### config.mk
export PLATFORM = sky130hd
export DESIGN_NAME = position_controller
export DESIGN_NICKNAME = d
export VERILOG_FILES = /design/src/rtl/position_controller.sv
export SDC_FILE = /design/constraint.sdc
export NUM_CORES = 2
export LEC_CHECK = 0
export ABC_AREA = 1
export BUFFER_PORTS_ARGS = -buffer_cell sky130_fd_sc_hd__buf_4
export CORE_AREA = 2 2 271 273
export CTS_CLUSTER_SIZE = 24
export DETAILED_ROUTE_END_ITERATION = 16
export DIE_AREA = 0 0 273 275
export GPL_ROUTABILITY_DRIVEN = 0
export PLACE_DENSITY_LB_ADDON = 0.1
export SLEW_MARGIN = 5
export SYNTH_ARGS = -nofsm -noshare
export SYNTH_HDL_FRONTEND = slang
export SYNTH_SLANG_ARGS = --single-unit
### constraint.sdc
create_clock -name clk -period 14.6 [get_ports clk]
set_input_delay 2.92 -clock clk [delete_from_list [all_inputs] [get_ports clk]]
set_output_delay 2.92 -clock clk [all_outputs]
set_load 0.1 [all_outputs]
### src/rtl/position_controller.sv
// Per-frame position updater: moves the player square from the buttons, drops 32 obstacles
// one per cycle, respawns the ones that fall off screen and latches any overlap as a collision.
module position_controller #(
  parameter int SQ_SIZE   = 20,
  parameter int STEP      = 4,
  parameter int OBJ_SPEED = 2,
  parameter int SCREEN_W  = 640,
  parameter int SCREEN_H  = 480
) (
  input  logic         clk,
  input  logic         reset,
  input  logic         frame_tick,
  input  logic         btn_up,
  input  logic         btn_down,
  input  logic         btn_left,
  input  logic         btn_right,
  input  logic         restart,
  output logic [659:0] position,
  output logic         busy,
  output logic         update_done,
  output logic         collision,
  output logic [15:0]  score
);
  localparam int NUM_OBJ = 32;
  localparam logic [9:0]  STEP_V  = 10'(STEP);
  localparam logic [9:0]  X_MAX   = 10'(SCREEN_W - SQ_SIZE);
  localparam logic [9:0]  Y_MAX   = 10'(SCREEN_H - SQ_SIZE);
  localparam logic [9:0]  SQ_V    = 10'(SQ_SIZE);
  localparam logic [10:0] Y_LAST  = 11'(SCREEN_H - 1);
  localparam logic [10:0] SPEED_V = 11'(OBJ_SPEED);

  typedef enum logic [1:0] {IDLE, MAIN, OBJ, DONE} state_t;

  state_t state, state_nxt;
  logic [4:0]  idx;
  logic [15:0] lfsr;
  logic [9:0]  main_x, main_y, mx_nxt, my_nxt;
  logic [NUM_OBJ-1:0][9:0] obj_x, obj_y;
  logic [9:0]  cur_x, cur_y, ox_new, oy_new, dx, dy;
  logic [10:0] oy_sum;
  logic        wrap, overlap;

  always_ff @(posedge clk) begin
    if (reset || restart) begin
      state <= IDLE;
      idx   <= '0;
    end else begin
      state <= state_nxt;
      if (state == OBJ) idx <= idx + 5'd1;
    end
  end

  always_comb begin
    state_nxt = state;
    case (state)
      IDLE:    if (frame_tick && !collision) state_nxt = MAIN;
      MAIN:    state_nxt = OBJ;
      OBJ:     if (idx == 5'd31) state_nxt = DONE;
      DONE:    state_nxt = IDLE;
      default: state_nxt = IDLE;
    endcase
  end

  always_comb begin
    busy        = (state != IDLE);
    update_done = (state == DONE);
  end

  // Opposing buttons cancel; each axis clamps to the visible area.
  always_comb begin
    mx_nxt = main_x;
    my_nxt = main_y;
    if (btn_left && !btn_right)      mx_nxt = (main_x < STEP_V) ? '0 : main_x - STEP_V;
    else if (btn_right && !btn_left) mx_nxt = (main_x + STEP_V > X_MAX) ? X_MAX : main_x + STEP_V;
    if (btn_up && !btn_down)         my_nxt = (main_y < STEP_V) ? '0 : main_y - STEP_V;
    else if (btn_down && !btn_up)    my_nxt = (main_y + STEP_V > Y_MAX) ? Y_MAX : main_y + STEP_V;
  end

  // Obstacle under the sweep index, and its overlap test against the already-moved player.
  always_comb begin
    cur_x   = obj_x[idx];
    cur_y   = obj_y[idx];
    oy_sum  = {1'b0, cur_y} + SPEED_V;
    wrap    = (oy_sum > Y_LAST);
    ox_new  = wrap ? ((lfsr[9:0] <= X_MAX) ? lfsr[9:0] : lfsr[9:0] - 10'd512) : cur_x;
    oy_new  = wrap ? '0 : oy_sum[9:0];
    dx      = (main_x >= ox_new) ? main_x - ox_new : ox_new - main_x;
    dy      = (main_y >= oy_new) ? main_y - oy_new : oy_new - main_y;
    overlap = (dx < SQ_V) && (dy < SQ_V);
  end

  always_ff @(posedge clk) begin
    if (reset || restart) begin
      main_x    <= 10'd310;
      main_y    <= 10'd440;
      collision <= 1'b0;
      for (int i = 0; i < NUM_OBJ; i++) begin
        obj_x[i] <= 10'(20 * i);
        obj_y[i] <= 10'(14 * i);
      end
    end else if (!collision) begin
      if (state == MAIN) begin
        main_x <= mx_nxt;
        main_y <= my_nxt;
      end
      if (state == OBJ) begin
        obj_x[idx] <= ox_new;
        obj_y[idx] <= oy_new;
        if (overlap) collision <= 1'b1;
      end
    end
  end

  // Score and random source survive restart; only reset clears them.
  always_ff @(posedge clk) begin
    if (reset) begin
      lfsr  <= 16'hACE1;
      score <= '0;
    end else if (!restart && state == OBJ) begin
      lfsr <= {lfsr[0] ^ lfsr[2] ^ lfsr[3] ^ lfsr[5], lfsr[15:1]};
      if (wrap && !collision && score != 16'hFFFF) score <= score + 16'd1;
    end
  end

  always_comb begin
    position[659:640] = {main_y, main_x};
    for (int i = 0; i < NUM_OBJ; i++) position[20*i +: 20] = {obj_y[i], obj_x[i]};
  end
endmodule

# ---- Word level (Yosys, flattened, before mapping)
# Index checks and enable logic that the tools add are counted.
dict set report totals {
  input_bits 8
  out_inout_bits 679
  reg_bits 700
  word_cells 159
}
dict set report op_classes {
  eq_ne 7
  n_mux 27
  n_addsub 12
  n_bitwise 4
  n_reduce_logical 26
  magnitude_cmp 12
}
# op count
set ops {}
lappend ops {{320-bit bitwise mux} 2}
lappend ops {{10-bit two-way mux} 16}
lappend ops {{10-bit binary-select mux with 5-bit select} 2}
lappend ops {{10-bit demux with 5-bit select} 1}
lappend ops {{10-bit subtractor} 4}
lappend ops {{10-bit by 3-bit adder with 10-bit output, second input constant} 2}
lappend ops {{10-bit greater-or-equal comparator} 2}
lappend ops {{10-bit by 3-bit less-than comparator with 1-bit output, second input constant} 2}
lappend ops {{10-bit by 5-bit less-than comparator with 1-bit output, second input constant} 2}
lappend ops {{10-bit by 3-bit subtractor with 10-bit output, second input constant} 2}
lappend ops {{16-bit by 1-bit adder with 16-bit output, second input constant} 1}
lappend ops {{16-bit != test, second input constant} 1}
lappend ops {{10-bit by 2-bit adder with 11-bit output, second input constant} 1}
lappend ops {{11-bit by 9-bit greater-than comparator with 1-bit output, second input constant} 1}
lappend ops {{10-bit greater-than comparator, second input constant} 1}
lappend ops {{10-bit by 9-bit greater-than comparator with 1-bit output, second input constant} 1}
lappend ops {{10-bit less-or-equal comparator, second input constant} 1}
lappend ops {{1-bit logical AND} 10}
lappend ops {{10-bit subtractor, second input constant} 1}
lappend ops {{2-bit one-hot mux with 4 select lines} 1}
lappend ops {{1-bit logical NOT} 6}
lappend ops {{5-bit by 6-bit less-than comparator with 1-bit output, second input constant} 1}
lappend ops {{2-bit AND reduction} 3}
lappend ops {{3-bit AND reduction} 2}
lappend ops {{13 further kinds} 22}

# ---- Depth between registers and ports, before layout
dict set report depth {
  word_depth 12
  depth_mapped 45
}

# ---- Worst setup path before layout
# No wires, ideal clock.
dict set report synth_timing {
  path_kind {reg-to-reg}
  from {register obj_y (netlist bit position[71])}
  to {register collision}
  setup_slack_ns 9.539
  t_required_ns 14.529
  arrival_ns 4.990
  synth_period_minus_slack_ns 5.061
  n_path_buf 1
  stages_incl_launch_ff 41
  cell_sequence {dfxtp_1 -> nand2_1 -> nand2_1 -> nand2_1 -> o21ai_0 -> nand2_1 -> nand2_1 -> nor2_1 -> nand2_2 -> inv_2 -> ha_1 -> inv_1 -> nand3_1 -> nand3_1 -> nor2_1 -> nand3_1 -> nand2_1 -> nand3_4 -> [5 not listed] -> ha_1 -> nand2_1 -> inv_1 -> nor2_1 -> nor2_1 -> nor2_1 -> inv_1 -> a21oi_1 -> inv_1 -> a21oi_1 -> or2_2 -> a21oi_1 -> nand4_1 -> nand3_1 -> nand4_1 -> nor2_1 -> nand2_1 -> a21oi_1}
}
dict set report synth_between {
  elab_chain_cells 12
  elab_cells_between_ends 20
  cone_classes {add/sub: 5; order compare: 5; mux: 9; reduce/logical: 1}
}
# item line_no
set synth_rtl {}
lappend synth_rtl {{from (decl)} 38} ;# logic [NUM_OBJ-1:0][9:0] obj_x, obj_y;
lappend synth_rtl {{from (signal, indexed assignment)} 99} ;# obj_y[i] <= 10'(14 * i);
lappend synth_rtl {{from (signal, indexed assignment)} 108} ;# obj_y[idx] <= oy_new;
lappend synth_rtl {{10-bit binary-select mux with 5-bit select *} 82} ;# cur_y = obj_y[idx];
lappend synth_rtl {{10-bit two-way mux (not written as such) *} 82}
lappend synth_rtl {{10-bit by 2-bit adder with 11-bit output *} 83} ;# oy_sum = {1'b0, cur_y} + SPEED_V;
lappend synth_rtl {{11-bit by 9-bit greater-than comparator with 1-bit output} 84} ;# wrap = (oy_sum > Y_LAST);
lappend synth_rtl {{10-bit two-way mux, on equally long branches} {85, 86}}
lappend synth_rtl {{10-bit subtractor (tied with other cells)} 87} ;# dx = (main_x >= ox_new) ? main_x - ox_new : ox_new - main_x;
lappend synth_rtl {{10-bit two-way mux, on equally long branches} {87, 88}}
lappend synth_rtl {{10-bit by 5-bit less-than comparator with 1-bit output} 89} ;# overlap = (dx < SQ_V) && (dy < SQ_V);
lappend synth_rtl {{1-bit logical AND *} 89}
lappend synth_rtl {{1-bit two-way mux *} 109} ;# if (overlap) collision <= 1'b1;
lappend synth_rtl {{1-bit two-way mux *} 106} ;# if (state == OBJ) begin
lappend synth_rtl {{1-bit two-way mux *} 101} ;# end else if (!collision) begin
lappend synth_rtl {{to (signal assigned)} 96} ;# collision <= 1'b0;
lappend synth_rtl {{to (signal assigned)} 109}
lappend synth_rtl {{to (decl)} 21} ;# output logic collision,
# Every way passes the cells marked *; elsewhere a longest branch is shown, timed or not. The select of a mux whose other input is x is not followed.
# A chain may end at the register's enable or synchronous reset.

# ---- Worst setup path after layout
dict set report layout_timing {
  from {register idx[1]}
  to {register collision}
}
dict set report layout_between {
  elab_chain_cells 12
  elab_cells_between_ends 22
  cone_classes {add/sub: 5; order compare: 5; mux: 11; reduce/logical: 1}
}
# item line_no
set layout_rtl {}
lappend layout_rtl {{from (decl)} 35} ;# logic [4:0] idx;
lappend layout_rtl {{from (signal assigned)} 49} ;# if (state == OBJ) idx <= idx + 5'd1;
lappend layout_rtl {{10-bit binary-select mux with 5-bit select} 82}
lappend layout_rtl {{10-bit two-way mux (not written as such)} 82}
lappend layout_rtl {{10-bit by 2-bit adder with 11-bit output} 83}
lappend layout_rtl {{11-bit by 9-bit greater-than comparator with 1-bit output} 84}
lappend layout_rtl {{10-bit two-way mux, on equally long branches} {85, 86}}
lappend layout_rtl {{10-bit subtractor (tied with other cells)} 87}
lappend layout_rtl {{10-bit two-way mux, on equally long branches} {87, 88}}
lappend layout_rtl {{10-bit by 5-bit less-than comparator with 1-bit output} 89}
lappend layout_rtl {{1-bit logical AND *} 89}
lappend layout_rtl {{1-bit two-way mux *} 109}
lappend layout_rtl {{1-bit two-way mux *} 106}
lappend layout_rtl {{1-bit two-way mux *} 101}
# Marked as above.

==> results <==
- Setup repair after global routing left no endpoint under its margin.
- The post-cts gate resize count is 0.
- Summing all non-filler instances in the final layout gives an area of 0.04092 sq mm.
- In this run the worst hold path is classified as reg2reg.
- TritonCTS built the clock tree.
- Static timing analysis puts the maximum clock frequency at 125.0 MHz.
- In the layout the commonest cells are sky130_fd_sc_hd__o21ai_0 (863), sky130_fd_sc_hd__a21oi_1 (746), sky130_fd_sc_hd__buf_4 (740), sky130_fd_sc_hd__nand2_1 (712), sky130_fd_sc_hd__dfxtp_1 (695).
- The highest-delay cell along the critical path is sky130_fd_sc_hd__o21ai_2.
- The worst-case register-to-register setup slack is 6.60 ns.
- The launch point of the worst path is idx[1]$_SDFFE_PP0P_.
- The endpoint type of the worst setup path is a register.
- The I/O pin count is 687.
- The flow ran to the end, and the final reports show no timing, DRC or antenna violations.
- The worst hold path was traced through 2 stages.
- The capturing element of the worst setup path is collision$_SDFF_PP0_.
- CTS saw 697 sinks.
- The die is 273 um wide.
- The detail route stage leaves a number of antenna-violating nets equal to 0.
- Measured against its own limit, the worst slew margin works out to 14.29%.
- The detailed-route wire length is 150400 um.
- Counting the buffers created by CTS gives 77.
- The maximum level of the CTS H-tree is 3.
- The die area is 0.07508 sq mm.
- The root buffer selected by CTS is sky130_fd_sc_hd__clkbuf_16.
- In the finished design, the share of the clock period the worst path needs comes to 54.81%.
- Cells fill 56.56% of the core in the end.
- The slew at the pin closest to its max-slew limit is 1.283 ns.
- The initial standard-cell utilization of the core is 45.61%.
- The total count of hold-check failures in the final report is 0.
- The final layout contains 5317 nets.
- Power spread over the standard cell area amounts to 102.2 mW/mm^2.
- The dominant register cell in the synthesized netlist is sky130_fd_sc_hd__dfxtp_1.
- The wire length of the first global-routing pass is 213300 um.
- The total track usage is 38.04%.
- For this design the static power due to leakage is 0.01867 uW.
- The cell count of the worst reg-to-reg path is 37.
- The async set-or-reset flop fraction in the synthesized netlist is 0%.
- Max-cap violations in this run came to 0.
- Once the clock tree was built, the setup fixing pass inserted 0 buffers.
- The initial antenna violation count is 5.
- At the worst endpoint, the required time is 15.15 ns.
- Sequential cells were found to cover 42.29% of the synthesized design area.
- Setup total negative slack on the finished layout was measured at 0 ns.
- The die is 275 um tall.
- Port buffering added 683 buffers.
- The startpoint type of the worst setup path is a register.
- The instance area after placement is 0.03841 sq mm.
- After floorplanning, the core was sized to cover 0.07234 sq mm.
- VDD sags by at most 0.08369 mV.
- The reg-to-reg endpoint is collision$_SDFF_PP0_.
- The quantity of hold-fixing buffers added after cts is 0.
- The register bit total from synthesis is 697.
- In the synthesized netlist, the number of instances is 4798.
- The number of global-route vias before repair was 31100.
- The worst setup path is of the reg2reg kind.
- The share of layout cells above drive strength 1 is 17.50%.
- Summing every instance area after synthesis gives 0.03299 sq mm.
- The clock passes through at most 3 buffers.
- The floorplan has 99 rows.
- The worst flop-to-flop path startpoint is idx[1]$_SDFFE_PP0P_.
- The synthesized netlist contains 59 unique library cells.
- Among the stages of the critical path, the cell type that occurs most often is sky130_fd_sc_hd__nand2_1.
- Each instance of the synthesized netlist takes up on average 6.877 sq um.
- Entering global routing, the biggest net connects 195 pins.
- The number of filler instances in the final layout is 7085.
- In this run, the number of DRC markers left after iteration 0 of detailed routing was 4588.
- The total via count in the routed design is 35750.
- The final count of pins violating max slew is 0.
- The total congestion overflow after global routing is 0.
- In this run, synthesis inferred 0 flip-flops with an integrated enable.
- The total half-perimeter wirelength after legalization and detailed placement is 105600 um.
- The library cell used most frequently in the layout, excluding fill and tap cells, is sky130_fd_sc_hd__o21ai_0.
- The arrival time of the worst setup path is 8.55 ns.
- For this run, the slowest stage of the critical path takes 0.90 ns.
- The signed area change from the synthesized netlist to the final layout is 24.01%.
- Between clock sinks in the finished design, the worst skew comes to 0.02765 ns.
- The number of DRC violations after detailed routing is 0.
- The clock-pin slew on the worst setup and hold paths is 0.07 ns.
- The Yosys step of the flow raised 0 warnings.
- Of all nets on the critical path, the largest fanout is 67.
- Setup violations remaining at the end of the flow were counted as 0.
- The number of iterations in the first detailed-routing pass is 6.
- In the final routed layout, each cell accounts on average for 23.95 um.
- The minimum clock period is 8.002 ns.
- For the worst-skew pair, the clock arrives at the later sink with an insertion delay of 0.65 ns.
- The via density per instance is 5.694.
[flip-flops by register name (all words and copies together), names as in the netlist]
name / cells
idx: 5
collision: 1
score: 16
state: 2
position: 640
main_x: 9
main_y: 8
lfsr: 16
[worst min path at each step]
| stage | startpoint | endpoint | slack [ns] |
|---|---|---|---|
| floorplan | lfsr[11]$_SDFFE_PP1P_ | lfsr[11]$_SDFFE_PP1P_ | 0.43 |
| global placement | lfsr[13]$_SDFFE_PP1P_ | lfsr[13]$_SDFFE_PP1P_ | 0.44 |
| detailed placement | lfsr[10]$_SDFFE_PP1P_ | lfsr[10]$_SDFFE_PP1P_ | 0.45 |
| CTS | lfsr[10]$_SDFFE_PP1P_ | lfsr[10]$_SDFFE_PP1P_ | 0.46 |
| global route | position[539]$_SDFFE_PP0P_ | position[539]$_SDFFE_PP0P_ | 0.48 |
| finish | lfsr[13]$_SDFFE_PP1P_ | lfsr[13]$_SDFFE_PP1P_ | 0.46 |
[cell type report]
cell class	instances	area, sq um	share of cell area [%]
inverter	609	2308	5.642
timing repair buffer	742	5595	13.68
multi-input combinational	3134	15340	37.50
tap	959	1200	2.933
sequential	697	13960	34.12
antenna	1	2.502	0.006116
clock inverter	21	230.2	0.5627
clock buffer	116	2275	5.559
[power by group]
part / internal (uW) / leakage (uW) / switching, uW
sequential: 1910 / 0.00563 / 9.12
clock: 1120 / 0.00124 / 842
combinational: 64.1 / 0.0118 / 238
[critical path, delay by kind of cell (launching register included)]
kind,cells,cell delay [ns]
DFF,1,0.81
AOI/OAI and AO/OA,5,1.48
adders and majority gates,1,0.52
buffers and inverters,7,2.55
and+or+nand+nor,24,2.45
[Yosys cell counts (8+ instances only)]
cell                       count  area share, %
sky130_fd_sc_hd__buf_1        13           0.15
sky130_fd_sc_hd__nand2_2       9           0.17
sky130_fd_sc_hd__o211ai_1     64            1.5
sky130_fd_sc_hd__clkbuf_1    270            3.1
sky130_fd_sc_hd__nand2_1     713            8.1
sky130_fd_sc_hd__clkinv_1     16           0.18
sky130_fd_sc_hd__nand4_1      21           0.40
sky130_fd_sc_hd__ha_1         48            1.8
sky130_fd_sc_hd__inv_1       579            6.6
sky130_fd_sc_hd__buf_2        59           0.89
sky130_fd_sc_hd__o21ai_1      10           0.15
sky130_fd_sc_hd__xor2_1       22           0.58
sky130_fd_sc_hd__o22ai_1       8           0.15
sky130_fd_sc_hd__nand3_1      96            1.5
sky130_fd_sc_hd__o21ai_0     863             13
sky130_fd_sc_hd__a21oi_1     746             11
sky130_fd_sc_hd__dfxtp_1     697             42
sky130_fd_sc_hd__buf_4        17           0.39
sky130_fd_sc_hd__inv_2        13           0.15
sky130_fd_sc_hd__nor3_1       34           0.52
sky130_fd_sc_hd__nor2_1      412            4.7
[stage by stage]
stage | worst slack [ns] | power (uW) | hold WS, ns | cells
floorplan | 9.539 | 2154 | 0.4292 | 4800
global placement | 6.908 | 2248 | 0.4442 | 6141
detailed placement | 6.780 | 2249 | 0.4477 | 6141
CTS | 6.732 | 4176 | 0.4626 | 6278
global route | 5.959 | 4282 | 0.4848 | 6278
finish | 6.598 | 4180 | 0.4623 | 6279
[kinds of logic (layout without fill, tap and decap cells)]
kind of cell,count (synthesis),in the layout,synth area share (%)
other,2,5,0.02276
AO/OA/AOI/OAI,1734,1734,27.30
buffers and inverters,969,1488,11.47
XOR/XNOR,29,29,0.7698
AND/OR/NAND/NOR,1319,1319,16.32
flip-flops,697,697,42.29
adder cells (fa/ha/maj),48,48,1.820
[layer usage]
metal  vias up  share of wire (%)  global-route usage [%]
li1      16700                  -                       -
met1     16620                 40                   51.39
met2      2074                 44                   57.86
met3       355                 11                   8.850
met4         2                4.9                   16.97
met5         -             0.0047                       0
Note: power is estimated with default switching activity, not from simulation.
